### src/rtl/vga_pkg.sv
// Shared timing constants, framebuffer geometry and colour type for the VGA scanout.
// Optional build macro used by vga_scanout: SCANOUT_TEST_PATTERN_EN.
package vga_pkg;

    localparam int H_VIS  = 640;
    localparam int H_FP   = 16;
    localparam int H_SYNC = 96;
    localparam int H_BP   = 48;
    localparam int V_VIS  = 480;
    localparam int V_FP   = 10;
    localparam int V_SYNC = 2;
    localparam int V_BP   = 33;

    localparam int H_TOTAL      = H_VIS + H_FP + H_SYNC + H_BP;   // 800
    localparam int V_TOTAL      = V_VIS + V_FP + V_SYNC + V_BP;   // 525
    localparam int H_SYNC_START = H_VIS + H_FP;                   // 656
    localparam int H_SYNC_END   = H_SYNC_START + H_SYNC;          // 752
    localparam int V_SYNC_START = V_VIS + V_FP;                   // 490
    localparam int V_SYNC_END   = V_SYNC_START + V_SYNC;          // 492

    localparam int FB_W   = 160;
    localparam int FB_H   = 120;
    localparam int ADDR_W = 15;
    localparam int CNT_W  = 10;
    localparam int DAC_W  = 10;

    typedef logic [2:0] colour_t;

    // y*160 + x as two shifts and adds: 160 = 128 + 32.
    function automatic logic [ADDR_W-1:0] fb_addr(input logic [7:0] fy, input logic [7:0] fx);
        fb_addr = {fy, 7'b000_0000} + {2'b00, fy, 5'b0_0000} + {7'b000_0000, fx};
    endfunction

    // One colour bit drives a full-scale or zero DAC code.
    function automatic logic [DAC_W-1:0] dac_expand(input logic b);
        dac_expand = {DAC_W{b}};
    endfunction

endpackage

### src/rtl/vga_timing_gen.sv
// Pixel-enable divider plus horizontal/vertical scan counters, raw sync and
// visible-area decode, and the once-per-frame update strobe.
module vga_timing_gen #(
    parameter int H_VIS  = vga_pkg::H_VIS,
    parameter int H_FP   = vga_pkg::H_FP,
    parameter int H_SYNC = vga_pkg::H_SYNC,
    parameter int H_BP   = vga_pkg::H_BP,
    parameter int V_VIS  = vga_pkg::V_VIS,
    parameter int V_FP   = vga_pkg::V_FP,
    parameter int V_SYNC = vga_pkg::V_SYNC,
    parameter int V_BP   = vga_pkg::V_BP
) (
    input  logic                       clk,
    input  logic                       resetn,
    output logic                       pix_en_o,
    output logic [vga_pkg::CNT_W-1:0]  h_cnt_o,
    output logic [vga_pkg::CNT_W-1:0]  v_cnt_o,
    output logic                       hs_o,
    output logic                       vs_o,
    output logic                       visible_o,
    output logic                       frame_done_o
);
    import vga_pkg::*;

    localparam logic [CNT_W-1:0] H_LAST   = 10'(H_VIS + H_FP + H_SYNC + H_BP - 1);
    localparam logic [CNT_W-1:0] V_LAST   = 10'(V_VIS + V_FP + V_SYNC + V_BP - 1);
    localparam logic [CNT_W-1:0] H_VIS_C  = 10'(H_VIS);
    localparam logic [CNT_W-1:0] V_VIS_C  = 10'(V_VIS);
    localparam logic [CNT_W-1:0] HS_START = 10'(H_VIS + H_FP);
    localparam logic [CNT_W-1:0] HS_END   = 10'(H_VIS + H_FP + H_SYNC);
    localparam logic [CNT_W-1:0] VS_START = 10'(V_VIS + V_FP);
    localparam logic [CNT_W-1:0] VS_END   = 10'(V_VIS + V_FP + V_SYNC);
    localparam logic [CNT_W-1:0] V_FD_ROW = 10'(V_VIS - 1);

    logic             pix_en_q, pix_en_d;
    logic [CNT_W-1:0] h_cnt_q, h_cnt_d;
    logic [CNT_W-1:0] v_cnt_q, v_cnt_d;
    logic             frame_done_q, frame_done_d;

    // Next-state: divide clk by two, advance the scan on pixel ticks, flag entry into vblank.
    always_comb begin
        pix_en_d     = ~pix_en_q;
        h_cnt_d      = h_cnt_q;
        v_cnt_d      = v_cnt_q;
        frame_done_d = 1'b0;
        if (pix_en_q) begin
            if (h_cnt_q == H_LAST) begin
                h_cnt_d      = 10'd0;
                frame_done_d = (v_cnt_q == V_FD_ROW);
                if (v_cnt_q == V_LAST) begin
                    v_cnt_d = 10'd0;
                end else begin
                    v_cnt_d = v_cnt_q + 10'd1;
                end
            end else begin
                h_cnt_d = h_cnt_q + 10'd1;
            end
        end else begin
            frame_done_d = 1'b0;
        end
    end

    // State registers; pix_en is 0 through reset so the first clk after release is not a tick.
    always_ff @(posedge clk or negedge resetn) begin
        if (!resetn) begin
            pix_en_q     <= 1'b0;
            h_cnt_q      <= 10'd0;
            v_cnt_q      <= 10'd0;
            frame_done_q <= 1'b0;
        end else begin
            pix_en_q     <= pix_en_d;
            h_cnt_q      <= h_cnt_d;
            v_cnt_q      <= v_cnt_d;
            frame_done_q <= frame_done_d;
        end
    end

    assign pix_en_o     = pix_en_q;
    assign h_cnt_o      = h_cnt_q;
    assign v_cnt_o      = v_cnt_q;
    assign hs_o         = ~((h_cnt_q >= HS_START) && (h_cnt_q < HS_END));
    assign vs_o         = ~((v_cnt_q >= VS_START) && (v_cnt_q < VS_END));
    assign visible_o    = (h_cnt_q < H_VIS_C) && (v_cnt_q < V_VIS_C);
    assign frame_done_o = frame_done_q;

endmodule

### src/rtl/vga_scanout.sv
// 160x120 framebuffer scanout to 640x480@60 VGA with 4x4 pixel upscaling.
// Build macro SCANOUT_TEST_PATTERN_EN: replace framebuffer colour with five
// 128-pixel vertical bars (bar k has colour k); rd_addr still scans normally.
module vga_scanout #(
    parameter int H_VIS  = vga_pkg::H_VIS,
    parameter int H_FP   = vga_pkg::H_FP,
    parameter int H_SYNC = vga_pkg::H_SYNC,
    parameter int H_BP   = vga_pkg::H_BP,
    parameter int V_VIS  = vga_pkg::V_VIS,
    parameter int V_FP   = vga_pkg::V_FP,
    parameter int V_SYNC = vga_pkg::V_SYNC,
    parameter int V_BP   = vga_pkg::V_BP
) (
    input  logic                        clk,
    input  logic                        resetn,
    output logic [vga_pkg::ADDR_W-1:0]  rd_addr,
    input  logic [2:0]                  rd_data,
    output logic                        frame_done,
    output logic                        VGA_CLK,
    output logic                        VGA_HS,
    output logic                        VGA_VS,
    output logic                        VGA_BLANK_N,
    output logic                        VGA_SYNC_N,
    output logic [vga_pkg::DAC_W-1:0]   VGA_R,
    output logic [vga_pkg::DAC_W-1:0]   VGA_G,
    output logic [vga_pkg::DAC_W-1:0]   VGA_B
);
    import vga_pkg::*;

    logic             pix_en_s;
    logic [CNT_W-1:0] h_cnt_s, v_cnt_s;
    logic             hs_raw_s, vs_raw_s, vis_raw_s;
    colour_t          colour_s;
    logic             unused_s;

    // Stage 1 holds the scan position's sync/visible while the RAM read is in flight.
    logic             hs1_q, hs1_d, vs1_q, vs1_d, vis1_q, vis1_d;
    logic [ADDR_W-1:0] rd_addr_q, rd_addr_d;
    // Output stage drives the DAC pins.
    logic             hs_q, hs_d, vs_q, vs_d, blank_n_q, blank_n_d, vga_clk_q, vga_clk_d;
    logic [DAC_W-1:0] r_q, r_d, g_q, g_d, b_q, b_d;

    vga_timing_gen #(
        .H_VIS(H_VIS), .H_FP(H_FP), .H_SYNC(H_SYNC), .H_BP(H_BP),
        .V_VIS(V_VIS), .V_FP(V_FP), .V_SYNC(V_SYNC), .V_BP(V_BP)
    ) u_timing (
        .clk          (clk),
        .resetn       (resetn),
        .pix_en_o     (pix_en_s),
        .h_cnt_o      (h_cnt_s),
        .v_cnt_o      (v_cnt_s),
        .hs_o         (hs_raw_s),
        .vs_o         (vs_raw_s),
        .visible_o    (vis_raw_s),
        .frame_done_o (frame_done)
    );

`ifdef SCANOUT_TEST_PATTERN_EN
    colour_t pat1_q, pat1_d;
    assign colour_s = pat1_q;
    assign unused_s = ^{h_cnt_s[1:0], v_cnt_s[1:0], rd_data};
`else
    assign colour_s = rd_data;
    assign unused_s = ^{h_cnt_s[1:0], v_cnt_s[1:0]};
`endif

    // Next-state for the read pipeline and pins; everything moves only on pixel ticks.
    always_comb begin
        hs1_d     = hs1_q;
        vs1_d     = vs1_q;
        vis1_d    = vis1_q;
        rd_addr_d = rd_addr_q;
        hs_d      = hs_q;
        vs_d      = vs_q;
        blank_n_d = blank_n_q;
        r_d       = r_q;
        g_d       = g_q;
        b_d       = b_q;
        vga_clk_d = ~pix_en_s;
`ifdef SCANOUT_TEST_PATTERN_EN
        pat1_d    = pat1_q;
`endif
        if (pix_en_s) begin
            hs1_d  = hs_raw_s;
            vs1_d  = vs_raw_s;
            vis1_d = vis_raw_s;
`ifdef SCANOUT_TEST_PATTERN_EN
            pat1_d = h_cnt_s[9:7];
`endif
            // Address only advances in the visible area; it holds through blanking.
            if (vis_raw_s) begin
                rd_addr_d = fb_addr(v_cnt_s[9:2], h_cnt_s[9:2]);
            end else begin
                rd_addr_d = rd_addr_q;
            end
            hs_d      = hs1_q;
            vs_d      = vs1_q;
            blank_n_d = vis1_q;
            // RAM data for the stage-1 address is stable by this tick.
            if (vis1_q) begin
                r_d = dac_expand(colour_s[2]);
                g_d = dac_expand(colour_s[1]);
                b_d = dac_expand(colour_s[0]);
            end else begin
                r_d = 10'd0;
                g_d = 10'd0;
                b_d = 10'd0;
            end
        end else begin
            hs_d = hs_q;
        end
    end

    // Pipeline and output registers with asynchronous reset to idle-screen values.
    always_ff @(posedge clk or negedge resetn) begin
        if (!resetn) begin
            hs1_q     <= 1'b1;
            vs1_q     <= 1'b1;
            vis1_q    <= 1'b0;
            rd_addr_q <= 15'd0;
            hs_q      <= 1'b1;
            vs_q      <= 1'b1;
            blank_n_q <= 1'b0;
            r_q       <= 10'd0;
            g_q       <= 10'd0;
            b_q       <= 10'd0;
            vga_clk_q <= 1'b0;
`ifdef SCANOUT_TEST_PATTERN_EN
            pat1_q    <= 3'd0;
`endif
        end else begin
            hs1_q     <= hs1_d;
            vs1_q     <= vs1_d;
            vis1_q    <= vis1_d;
            rd_addr_q <= rd_addr_d;
            hs_q      <= hs_d;
            vs_q      <= vs_d;
            blank_n_q <= blank_n_d;
            r_q       <= r_d;
            g_q       <= g_d;
            b_q       <= b_d;
            vga_clk_q <= vga_clk_d;
`ifdef SCANOUT_TEST_PATTERN_EN
            pat1_q    <= pat1_d;
`endif
        end
    end

    assign rd_addr     = rd_addr_q;
    assign VGA_CLK     = vga_clk_q;
    assign VGA_HS      = hs_q;
    assign VGA_VS      = vs_q;
    assign VGA_BLANK_N = blank_n_q;
    assign VGA_SYNC_N  = 1'b1;
    assign VGA_R       = r_q;
    assign VGA_G       = g_q;
    assign VGA_B       = b_q;

endmodule
### config.mk
export PLATFORM = sky130hd
export DESIGN_NAME = vga_scanout
export DESIGN_NICKNAME = d
export VERILOG_FILES = /design/src/rtl/vga_pkg.sv /design/src/rtl/vga_timing_gen.sv /design/src/rtl/vga_scanout.sv
export SDC_FILE = /design/constraint.sdc
export NUM_CORES = 1
export LEC_CHECK = 0
export BUFFER_PORTS_ARGS = -buffer_cell sky130_fd_sc_hd__buf_2
export CAP_MARGIN = 20
export CELL_PAD_IN_SITES_DETAIL_PLACEMENT = 1
export CELL_PAD_IN_SITES_GLOBAL_PLACEMENT = 1
export CORE_MARGIN = 2
export CORE_UTILIZATION = 40
export DETAILED_ROUTE_END_ITERATION = 16
export PLACE_DENSITY = 0.76
export REMOVE_ABC_BUFFERS = 1
export SYNTH_ARGS = -nofsm -noshare
export SYNTH_HDL_FRONTEND = slang
export SYNTH_SLANG_ARGS = --single-unit
### constraint.sdc
create_clock -name clk -period 2.9 [get_ports clk]
set_clock_uncertainty 0.2 [all_clocks]
set_input_delay 0.435 -clock clk [delete_from_list [all_inputs] [get_ports clk]]
set_output_delay 0.435 -clock clk [all_outputs]
set_load 0.02 [all_outputs]
==> results of run 1 <==
flip-flops by register name (all words and copies together) (netlist names):
signal and cells:
rd_addr 15, u_timing.h_cnt_o 10, u_timing.v_cnt_o 10, VGA_BLANK_N 1
VGA_B 1, VGA_G 1, VGA_HS 1, VGA_R 1
VGA_VS 1, hs1_q 1, u_timing.frame_done_o 1, u_timing.pix_en_o 1
vis1_q 1, vs1_q 1
routing by layer:
layer | GRT usage (%) | up-vias
li1 | - | 1017
met1 | 23.5 | 1030
met2 | 28.5 | 24
met3 | 3.14 | 6
met4 | 5.54 | 0
met5 | 0 | -
cells by family after synthesis:
group / Yosys count
compound gates: 47
xor+xnor: 13
fa+ha+maj: 21
buf+inv: 53
flops: 46
mux: 3
other cells: 1
simple gates: 100
worst paths after layout:
check,endpoint,depth (start not counted)
min in group asynchronous,u_timing.v_cnt_o[9],2
worst max register to register,rd_addr[13],8
max in group asynchronous,hs1_q,3
worst min register to register,rd_addr[3],2
worst max-delay path,rd_addr[13],8
worst min-delay path,VGA_R[8],3
report_power, final:
group | total, mW | internal (mW) | switching [mW]
Clock | 0.515 | 0.263 | 0.252
Combinational | 0.0697 | 0.0190 | 0.0507
Sequential | 0.648 | 0.643 | 0.00449
Yosys cell counts, types with 5 or more instances:
cell type / number
o21ai_0: 18
ha_1: 19
nand3_1: 11
nor2_1: 13
buf_4: 28
nand2_1: 40
xor2_1: 6
clkbuf_1: 5
xnor2_1: 7
inv_1: 19
dfrtp_1: 42
a21oi_1: 7
layout make-up:
cell class / instances / area, sq um
well taps: 80 / 100
clock buffers: 5 / 68.8
flip-flops and latches: 46 / 1160
repair buffers: 60 / 318
clock inverters: 3 / 48.8
fillers: 798 / 3680
multi-input cells: 185 / 1280
inverters: 19 / 71.3
repair_timing:
item                                    4_1_cts  5_1_grt
hold buffers                                  1        0
resized for setup                             0        1
endpoints found under the setup margin        0        1
endpoints found under the hold margin        14        0
critical path: cells and delay by family (launching register included):
kind	cells	cell delay (ns)
and+or+nand+nor	1	0.19
AOI/OAI and AO/OA	3	0.65
buffers and inverters	2	0.18
adders and majority gates	2	0.89
DFF	1	0.48
==> out/qor.txt, run 1 <==
Post-Synth XOR/XNOR Area -> 4.17%
Wire length per cell -> 15.5 um
Largest net degree at the start of global routing -> 33
Cell repeated most along the worst path -> inv_1
Final hold vios -> 0
Finished Core Util -> 45.2%
Crit Path Max Fanout -> 7
Count of final max-slew check failures -> 0
Final setup TNS -> 0 ns
Num CTS Buffers -> 5
Outcome -> complete, no violations
Residual DRC -> 0
Clock sinks -> 46
Layout cells sized above 1 -> 27.4%
Highest Signal Layer -> met4
CTS root buf -> clkbuf_8
Final nets -> 343
Commonest non-fill, non-tap cells in the layout -> 54 x buf_2, 42 x dfrtp_1, 40 x nand2_1
Std-Cell Core Area -> 6720 sq um
Hold Startpoint -> rd_data[2]
P per Cell Area -> 405 nW/um^2
WHS -> 0.160 ns
Reg-to-reg slack, setup -> 0.22 ns
First-pass GRT wire length -> 10.3 mm
DIE WIDTH -> 86.7 um
Drt via density -> 5.22
Wire length on met1 -> 2.90 mm
GP Congestion -> 0.861
Synthesized area per cell -> 9.62 sq um
Max-cap violations -> 0
Post-place instance area -> 2910 sq um
Initial Utilization -> 40.7%
Fin area -> 3040 sq um
Site row count -> 30
Pre-Repair DR Iteration Count -> 4
Vias in the first global route -> 2078
Die ar. -> 7510 sq um
Hpwl dp -> 4.42 mm
Gr ovfl total -> 0
CP max stage delay -> 0.57 ns
PnR worst setup slack -> 0.219 ns
Synth Area in Compound Gates -> 10.9%
Synthesized-area fraction occupied by adder cells -> 10.2%
P&R area growth vs syn -> 11.2%
Non-Filler Instances -> 398
GRT Util Overall -> 17.4%
Synth Area in Simple Gates -> 20.0%
Clk_lat worst skew -> 0.31 ns
EDFF count, synth -> 0
Worst Setup End Kind -> register
Peak supply drop -> 187 uV
Initial detailed-routing violation count -> 62
FF-to-FF Start -> u_timing.v_cnt_o[2]
Final setup viols -> 0
Period utilisation layout -> 92.4%
I/O pins -> 56
Metal2 WL -> 3.04 mm
Top cells by area, synth -> dfrtp_1 38%, ha_1 8.7%, buf_4 7.7%
Antenna violations before repair -> 0
PortBufs -> 54
Pre-CTS setup slack -> 0.187 ns
Fmax -> 0.373 GHz
Post-layout min period -> 2.68 ns
Synth unique cells -> 50
CP max stage cell -> fa_1
Dpl cells -> 389
Prevailing post-synth register cell -> dfrtp_1
DRT Wirelength -> 6.16 mm
Clk slew on worst S/H paths -> 0.10 ns
Die height -> 86.7 um
Cell Area, Synth -> 2730 sq um
Startpoint types -> register
Diodes inserted -> 0
CTS tree -> built
RSZ-0062 raised after global routing -> false
Met3 Routed Length -> 134 um
Most common cell after layout, fill and taps aside -> buf_2
FFs w/ async S/R, synth -> 100%
Total power -> 1.23 mW
Synth area leader -> dfrtp_1
CTS H-tree lvls -> 2
Post-synthesis mux area share -> 1.24%
ANT nets after route -> 0
Synth Register Bits -> 46
P_leak -> 1.52 nW
DR vias -> 2077
Arr. time, crit path -> 2.70 ns
CP cell instances -> inv_1, fa_1, inv_1, ha_1, a211oi_2, o211ai_1, and3_1, o31ai_1
Post-CTS setup buffer count -> 0
CP Class -> reg -> reg
CP startpoint -> u_timing.v_cnt_o[2]
Largest family of logic cells by synthesized area -> simple AND/OR/NAND/NOR gates
Post-Syn Instances -> 284
Max clock buf depth -> 2
Hold Crit Class -> in -> reg
Top cell type's share of synthesized area -> 38.5%
YS warnings -> 0
Sequential area share after synthesis -> 42.3%
Worst Path Required -> 2.92 ns
Power figures use the tool's default switching activity.
==> run 2: changes to the inputs <==
Settings changed: ABC_AREA from default to 1, PLACE_DENSITY 0.76 to 0.78, REMOVE_ABC_BUFFERS 1 to default.
==> run 2 against run 1 <==
  * Total power is 1.8% lower
  * Utilization shrank 0.16 points
  * Combinational power is essentially flat
  * Die area increased by 7.4%
  * Synthesized cell count is 33% higher
  * Clock power down 4.3%
  * Area after synthesis rose by 7.8%
  * Sequential power is essentially flat
  * Flip-flop and latch count unchanged
  * Cell area rose by 6.4%
  * Count of clock-buffer cells in the layout grew 1
  * Final cell count increased by 28%
  * Critical path type unchanged
==> out/qor.txt, run 2 <==
Outcome -> complete, no violations
Worst-Margin Slew -> 0.509 ns
CP cell instances -> inv_1, fa_1, fa_1, o21ai_1, nand3_1, nand2_1, nand2_1, nand3_1, nand2_1
Finished Core Util -> 45.1% (-0.16 points)
Final setup viols -> 0 (unchanged)
P per Cell Area -> 374 nW/um^2 (-7.7%)
Post-Syn Instances -> 377 (+33%)
DIE WIDTH -> 89.8 um (+3.6%)
Post-layout min period -> 2.59 ns (-0.0925 ns)
Synth area leader -> dfrtp_1
Worst slew margin -> 66.0%
Prevailing post-synth register cell -> dfrtp_1
PnR worst setup slack -> 0.312 ns (+0.0925 ns)
Int Pwr -> 919 uW (-0.62%)
DRT Wirelength -> 6.90 mm (+12%)
Top cell type's share of synthesized area -> 35.7% (-2.8 points)
Most frequent cell after synthesis -> nand2_1
Post-place instance area -> 3110 sq um (+7.1%)
Net load switching power -> 290 uW (-5.4%)
Layout cells sized above 1 -> 21.4% (-5.9 points)
Drt via density -> 4.88 (-6.4%)
Post-CTS setup buffer count -> 0 (unchanged)
Hold Crit Class -> in -> reg
Max-cap violations -> 0 (unchanged)
Number of flip-flops in the largest register -> 15 (unchanged)
GP Congestion -> 0.821 (-4.7%)
Flop pwr share -> 53.5% (+0.9 points)
Vias in the first global route -> 2504 (+21%)
CTS root buf -> clkbuf_8
Initial Utilization -> 41.0% (+0.38 points)
Largest net degree at the start of global routing -> 33 (unchanged)
Num CTS Buffers -> 5 (unchanged)
Clk pwr share -> 40.7% (-1.1 points)
Peak supply drop -> 203 uV (+8.8%)
Cell repeated most along the worst path -> nand2_1
Top cell types by occurrence after synthesis -> 104 x nand2_1, 49 x inv_1, 42 x dfrtp_1
Clk_lat worst skew -> 0.31 ns (about the same)
Fmax -> 0.386 GHz (+3.6%)
CP top delay family -> adder cells
Count of final max-slew check failures -> 0 (unchanged)
Startpoint types -> register
Switching Share -> 24.0% (-0.91 points)
First-pass GRT wire length -> 11.8 mm (+15%)
Worst Setup End Kind -> register
DR vias -> 2490 (+20%)
Buffers plus inverters on the worst setup path -> 1 (-1)
I/O pins -> 56 (unchanged)
Arr. time, crit path -> 2.60 ns (-0.10 ns)
Final nets -> 436 (+27%)
Cell Area, Synth -> 2950 sq um (+7.8%)
Antenna violations before repair -> 0 (unchanged)
P&R area growth vs syn -> 9.81%
Period utilisation layout -> 89.2% (-3.2 points)
Worst Path Required -> 2.91 ns (about the same)
CP Class -> reg -> reg
Syn_nets -> 403
CTS H-tree lvls -> 2 (unchanged)
Pre-CTS setup slack -> 0.172 ns (-0.0157 ns)
Max clock buf depth -> 2 (unchanged)
Top cells by area, synth -> dfrtp_1 36%, nand2_1 13%, ha_1 8.1%
Initial detailed-routing violation count -> 100 (+61%)
Hpwl dp -> 5.34 mm (+21%)
Final hold vios -> 0 (unchanged)
Std-Cell Core Area -> 7180 sq um (+6.8%)
P_leak -> 1.78 nW (+17%)
Synthesized area per cell -> 7.81 sq um (-19%)
Wire length per cell -> 13.5 um (-13%)
Diodes inserted -> 0 (unchanged)
GRT Util Overall -> 17.7% (+0.28 points)
Crit Path Max Fanout -> 7 (unchanged)
Pre-Repair DR Iteration Count -> 4 (unchanged)
FFs w/ async S/R, synth -> 100% (unchanged)
Most common cell after layout, fill and taps aside -> nand2_1
Comb power frac -> 5.8% (about the same)
Sequential area share after synthesis -> 39.3% (-3.1 points)
CP max stage delay -> 0.53 ns (-0.04 ns)
EDFF count, synth -> 0 (unchanged)
Fin area -> 3230 sq um (+6.4%)
Die ar. -> 8070 sq um (+7.4%)
Synth unique cells -> 32 (-36%)
PortBufs -> 54 (unchanged)
Site row count -> 31 (+3.3%)
Synth Register Bits -> 46 (unchanged)
Clk slew on worst S/H paths -> 0.09 ns (about the same)
Commonest non-fill, non-tap cells in the layout -> 104 x nand2_1, 54 x buf_2, 49 x inv_1
CP max stage cell -> fa_1
RSZ-0062 raised after global routing -> false
Clock sinks -> 46 (unchanged)
CTS tree -> built
YS warnings -> 0 (unchanged)
Gr ovfl total -> 0 (unchanged)
Residual DRC -> 0 (unchanged)
ANT nets after route -> 0 (unchanged)
Final setup TNS -> 0 ns (unchanged)
Die height -> 89.8 um (+3.6%)
-- run 2: per-layer routing --
layer / vias up / track usage (%) / wire, um
met5: - / 0 / 0
met4: 0 / 4.10 / 64
met3: 6 / 3.10 / 210
met2: 38 / 32.7 / 3650
met1: 1223 / 21.5 / 2980
li1: 1223 / - / -
-- run 2: stage by stage --
| step | std cells | power, mW | hold slack, ns |
|---|---|---|---|
| floorplan | 377 | 0.721 | -0.0606 |
| global placement | 501 | 0.730 | 0.176 |
| detailed placement | 501 | 0.731 | 0.178 |
| CTS | 510 | 1.23 | 0.145 |
| global route | 510 | 1.25 | 0.162 |
| finish | 510 | 1.21 | 0.146 |
-- run 2: final timing paths --
check / cells past startpoint / slack [ns] / to / start
setup / recovery: 9 / 0.31 / rd_addr[12] / u_timing.v_cnt_o[2]
hold / removal: 3 / 0.15 / VGA_B[8] / rd_data[0]
setup reg to reg: 9 / 0.31 / rd_addr[12] / u_timing.v_cnt_o[2]
hold reg to reg: 2 / 0.27 / VGA_BLANK_N / VGA_BLANK_N
max in group asynchronous: 3 / 1.35 / vs1_q / resetn
min in group asynchronous: 2 / 0.37 / rd_addr[1] / resetn
-- run 2: area by class of cell --
cell class / instances / area [sq um]
clock buffers: 6 / 72.6
clock inverters: 2 / 37.5
fillers: 928 / 3940
inverters: 52 / 198
multi-input cells: 245 / 1330
flip-flops and latches: 46 / 1160
well taps: 99 / 124
repair buffers: 60 / 318
-- run 2: logic make-up after synthesis --
kind of cell               Yosys count  synth area share [%]
xor gates and xnor gates             6                  1.78
and+or+nand+nor                    186                  27.4
AOI/OAI and AO/OA                   31                  6.33
other                                1                 0.127
adders and majority gates           21                  9.43
buffers and inverters               86                  15.6
DFF                                 46                  39.3
-- run 2: what timing repair did --
item | in CTS | in global routing
endpoints found under the hold margin | 14 | 0
hold buffers | 1 | 0
setup endpoints to repair | 0 | 2
gates resized for setup | 0 | 1
-- run 2: power by group through the flow --
stage | combinational [mW] | clock [mW] | sequential (mW)
2_1_floorplan | 0.0572 | 0 | 0.663
3_3_place_gp | 0.0697 | 0 | 0.660
3_5_place_dp | 0.0706 | 0 | 0.660
4_1_cts | 0.0716 | 0.508 | 0.648
5_1_grt | 0.0751 | 0.529 | 0.649
6_report | 0.0696 | 0.493 | 0.648
-- run 2: worst register-to-register path, cell delays in order, from the launching register on --
cell and delay (ns):
dfrtp_1 0.47, inv_1 0.11, fa_1 0.53, fa_1 0.48, o21ai_1 0.31, nand3_1 0.15
nand2_1 0.09, nand2_1 0.05, nand3_1 0.06, nand2_1 0.05
==> run 3: changes to the inputs <==
Settings changed: ABC_AREA 1 to default, PLACE_DENSITY 0.78 to 0.76.
==> run 3 against run 2 <==
  * Total power fell by 7.6%
  * Die area fell by 6.9%
  * Clock power fell by 19%
  * Utilization rose by 0.21 points
  * Critical path depth fell by 1
  * Cell area fell by 5.9%
  * Hold slack improved by 0.017 ns
  * Setup slack got worse by 0.11 ns
==> out/qor.txt, run 3 (synthesis results as in run 1) <==
Hpwl dp -> 4.45 mm (-17%)
Layout cells sized above 1 -> 27.7% (+6.3 points)
Worst Setup End Kind -> register
Diodes inserted -> 0 (unchanged)
Max clock buf depth -> 2 (unchanged)
Met2 Use GR -> 28.5% (-4.2 points)
Initial Utilization -> 40.7% (-0.38 points)
Outcome -> complete, no violations
Post-layout min period -> 2.69 ns (+0.105 ns)
Initial detailed-routing violation count -> 92 (-8.0%)
PnR worst setup slack -> 0.207 ns (-0.105 ns)
Count of final max-slew check failures -> 0 (unchanged)
Crit Path Max Fanout -> 7 (unchanged)
Filler instances -> 806 (-13%)
Final hold vios -> 0 (unchanged)
GRT Util Overall -> 17.7% (-0.045 points)
Pre-Repair DR Iteration Count -> 4 (unchanged)
DR vias -> 2110 (-15%)
Pre-CTS setup slack -> 0.130 ns (-0.0417 ns)
Residual DRC -> 0 (unchanged)
P per Cell Area -> 367 nW/um^2 (-1.8%)
Fin area -> 3040 sq um (-5.9%)
P_leak -> 1.53 nW (-14%)
Startpoint types -> register
Routing usage on met3 -> 3.14% (+0.041 points)
Peak supply drop -> 161 uV (-21%)
M1 GR Usage -> 23.2% (+1.6 points)
PortBufs -> 54 (unchanged)
Die height -> 86.7 um (-3.5%)
Drt via density -> 5.26 (+7.8%)
Clk_lat worst skew -> 0.30 ns (about the same)
Commonest non-fill, non-tap cells in the layout -> 54 x buf_2, 42 x dfrtp_1, 40 x nand2_1
CP Class -> reg -> reg
Clock sinks -> 46 (unchanged)
Largest net degree at the start of global routing -> 45 (+36%)
CTS H-tree lvls -> 2 (unchanged)
Arr. time, crit path -> 2.70 ns (+0.10 ns)
Antenna violations before repair -> 0 (unchanged)
Fmax -> 0.371 GHz (-3.9%)
Syn_nets -> 310 (-23%)
Std-Cell Core Area -> 6720 sq um (-6.4%)
Clk slew on worst S/H paths -> 0.09 ns (about the same)
I/O pins -> 56 (unchanged)
P&R area growth vs syn -> 11.4%
First-pass GRT wire length -> 10.4 mm (-12%)
Final setup viols -> 0 (unchanged)
Period utilisation layout -> 92.9% (+3.6 points)
Site row count -> 30 (-3.2%)
Final nets -> 346 (-21%)
Post-CTS setup buffer count -> 0 (unchanged)
Total power -> 1.12 mW (-7.6%)
Wire length per cell -> 15.2 um (+12%)
Vias in the first global route -> 2156 (-14%)
CTS root buf -> clkbuf_8
DIE WIDTH -> 86.7 um (-3.5%)
Die ar. -> 7510 sq um (-6.9%)
Worst Path Required -> 2.91 ns (about the same)
Num CTS Buffers -> 5 (unchanged)
Final setup TNS -> 0 ns (unchanged)
Gr ovfl total -> 0 (unchanged)
CTS tree -> built
ANT nets after route -> 0 (unchanged)
Most common cell after layout, fill and taps aside -> buf_2
Post-place instance area -> 2920 sq um (-6.2%)
Busiest grt layer -> met2
GP Congestion -> 0.847 (+3.2%)
Hold Crit Class -> in -> reg
RSZ-0062 raised after global routing -> false
DRT Wirelength -> 6.09 mm (-12%)
Number of flip-flops in the largest register -> 15 (unchanged)
Max-cap violations -> 0 (unchanged)
[run 3: cell types whose count changed in the layout (fill, tap and decap cells not counted), sizes merged, moves of 5 or more]
cell / delta
inv: -33
nor2: -15
nand3: -21
o21ai: -6
nand2: -67
and3: +5
xnor2: +6
[run 3: path summary, 6_finish.rpt]
path	from	cells after the start	slack, ns	end
max	u_timing.v_cnt_o[2]	8	0.21	rd_addr[13]
min	rd_data[1]	3	0.16	VGA_G[8]
max reg2reg	u_timing.v_cnt_o[2]	8	0.21	rd_addr[13]
min reg2reg	rd_addr[10]	1	0.28	rd_addr[10]
max in group asynchronous	resetn	3	1.67	VGA_R[8]
min in group asynchronous	resetn	2	0.35	u_timing.v_cnt_o[9]
[run 3: timing repair]
item	in CTS	in global routing
hold endpoints to repair	0	11
gates resized for setup	0	1
endpoints found under the setup margin	0	1
hold buffers	0	1
[run 3: stage by stage]
step | util [%] | hold slack, ns | instances
floorplan | - | -0.0606 | 284
global placement | 43.5 | 0.255 | 391
detailed placement | 43.5 | 0.261 | 391
CTS | 44.8 | 0.125 | 399
global route | 45.3 | 0.187 | 401
finish | 45.3 | 0.163 | 401
[run 3: critical path, cell delays in order (launching register included)]
cell      delay [ns]
dfrtp_1         0.46
inv_1           0.11
fa_1            0.57
inv_1           0.06
ha_1            0.33
a211oi_2        0.28
o211ai_1        0.16
and3_1          0.18
o31ai_1         0.23
[run 3: where the power goes]
part / leakage [nW] / internal (mW) / total, mW / switching (mW)
logic: 0.898 / 0.0224 / 0.0738 / 0.0513
clock network: 0.0452 / 0.170 / 0.397 / 0.226
registers: 0.588 / 0.643 / 0.648 / 0.00461
[run 3: routing by layer]
| layer | part of all wire, % | up-vias | routed length (um) |
|---|---|---|---|
| li1 | - | 1024 | - |
| met5 | 0 | - | 0 |
| met1 | 47 | 1031 | 2850 |
| met4 | 2.1 | 0 | 128 |
| met2 | 48 | 43 | 2900 |
| met3 | 3.5 | 12 | 211 |
[run 3: layout make-up]
type	count	area [sq um]	area share, %
Tap cell	80	100	3.29
Clock inverter	2	13.8	0.452
Inverter	19	71.3	2.34
Clock buffer	6	72.6	2.38
Multi-Input combinational cell	185	1280	41.9
Timing Repair Buffer	63	353	11.6
Sequential cell	46	1160	38.0
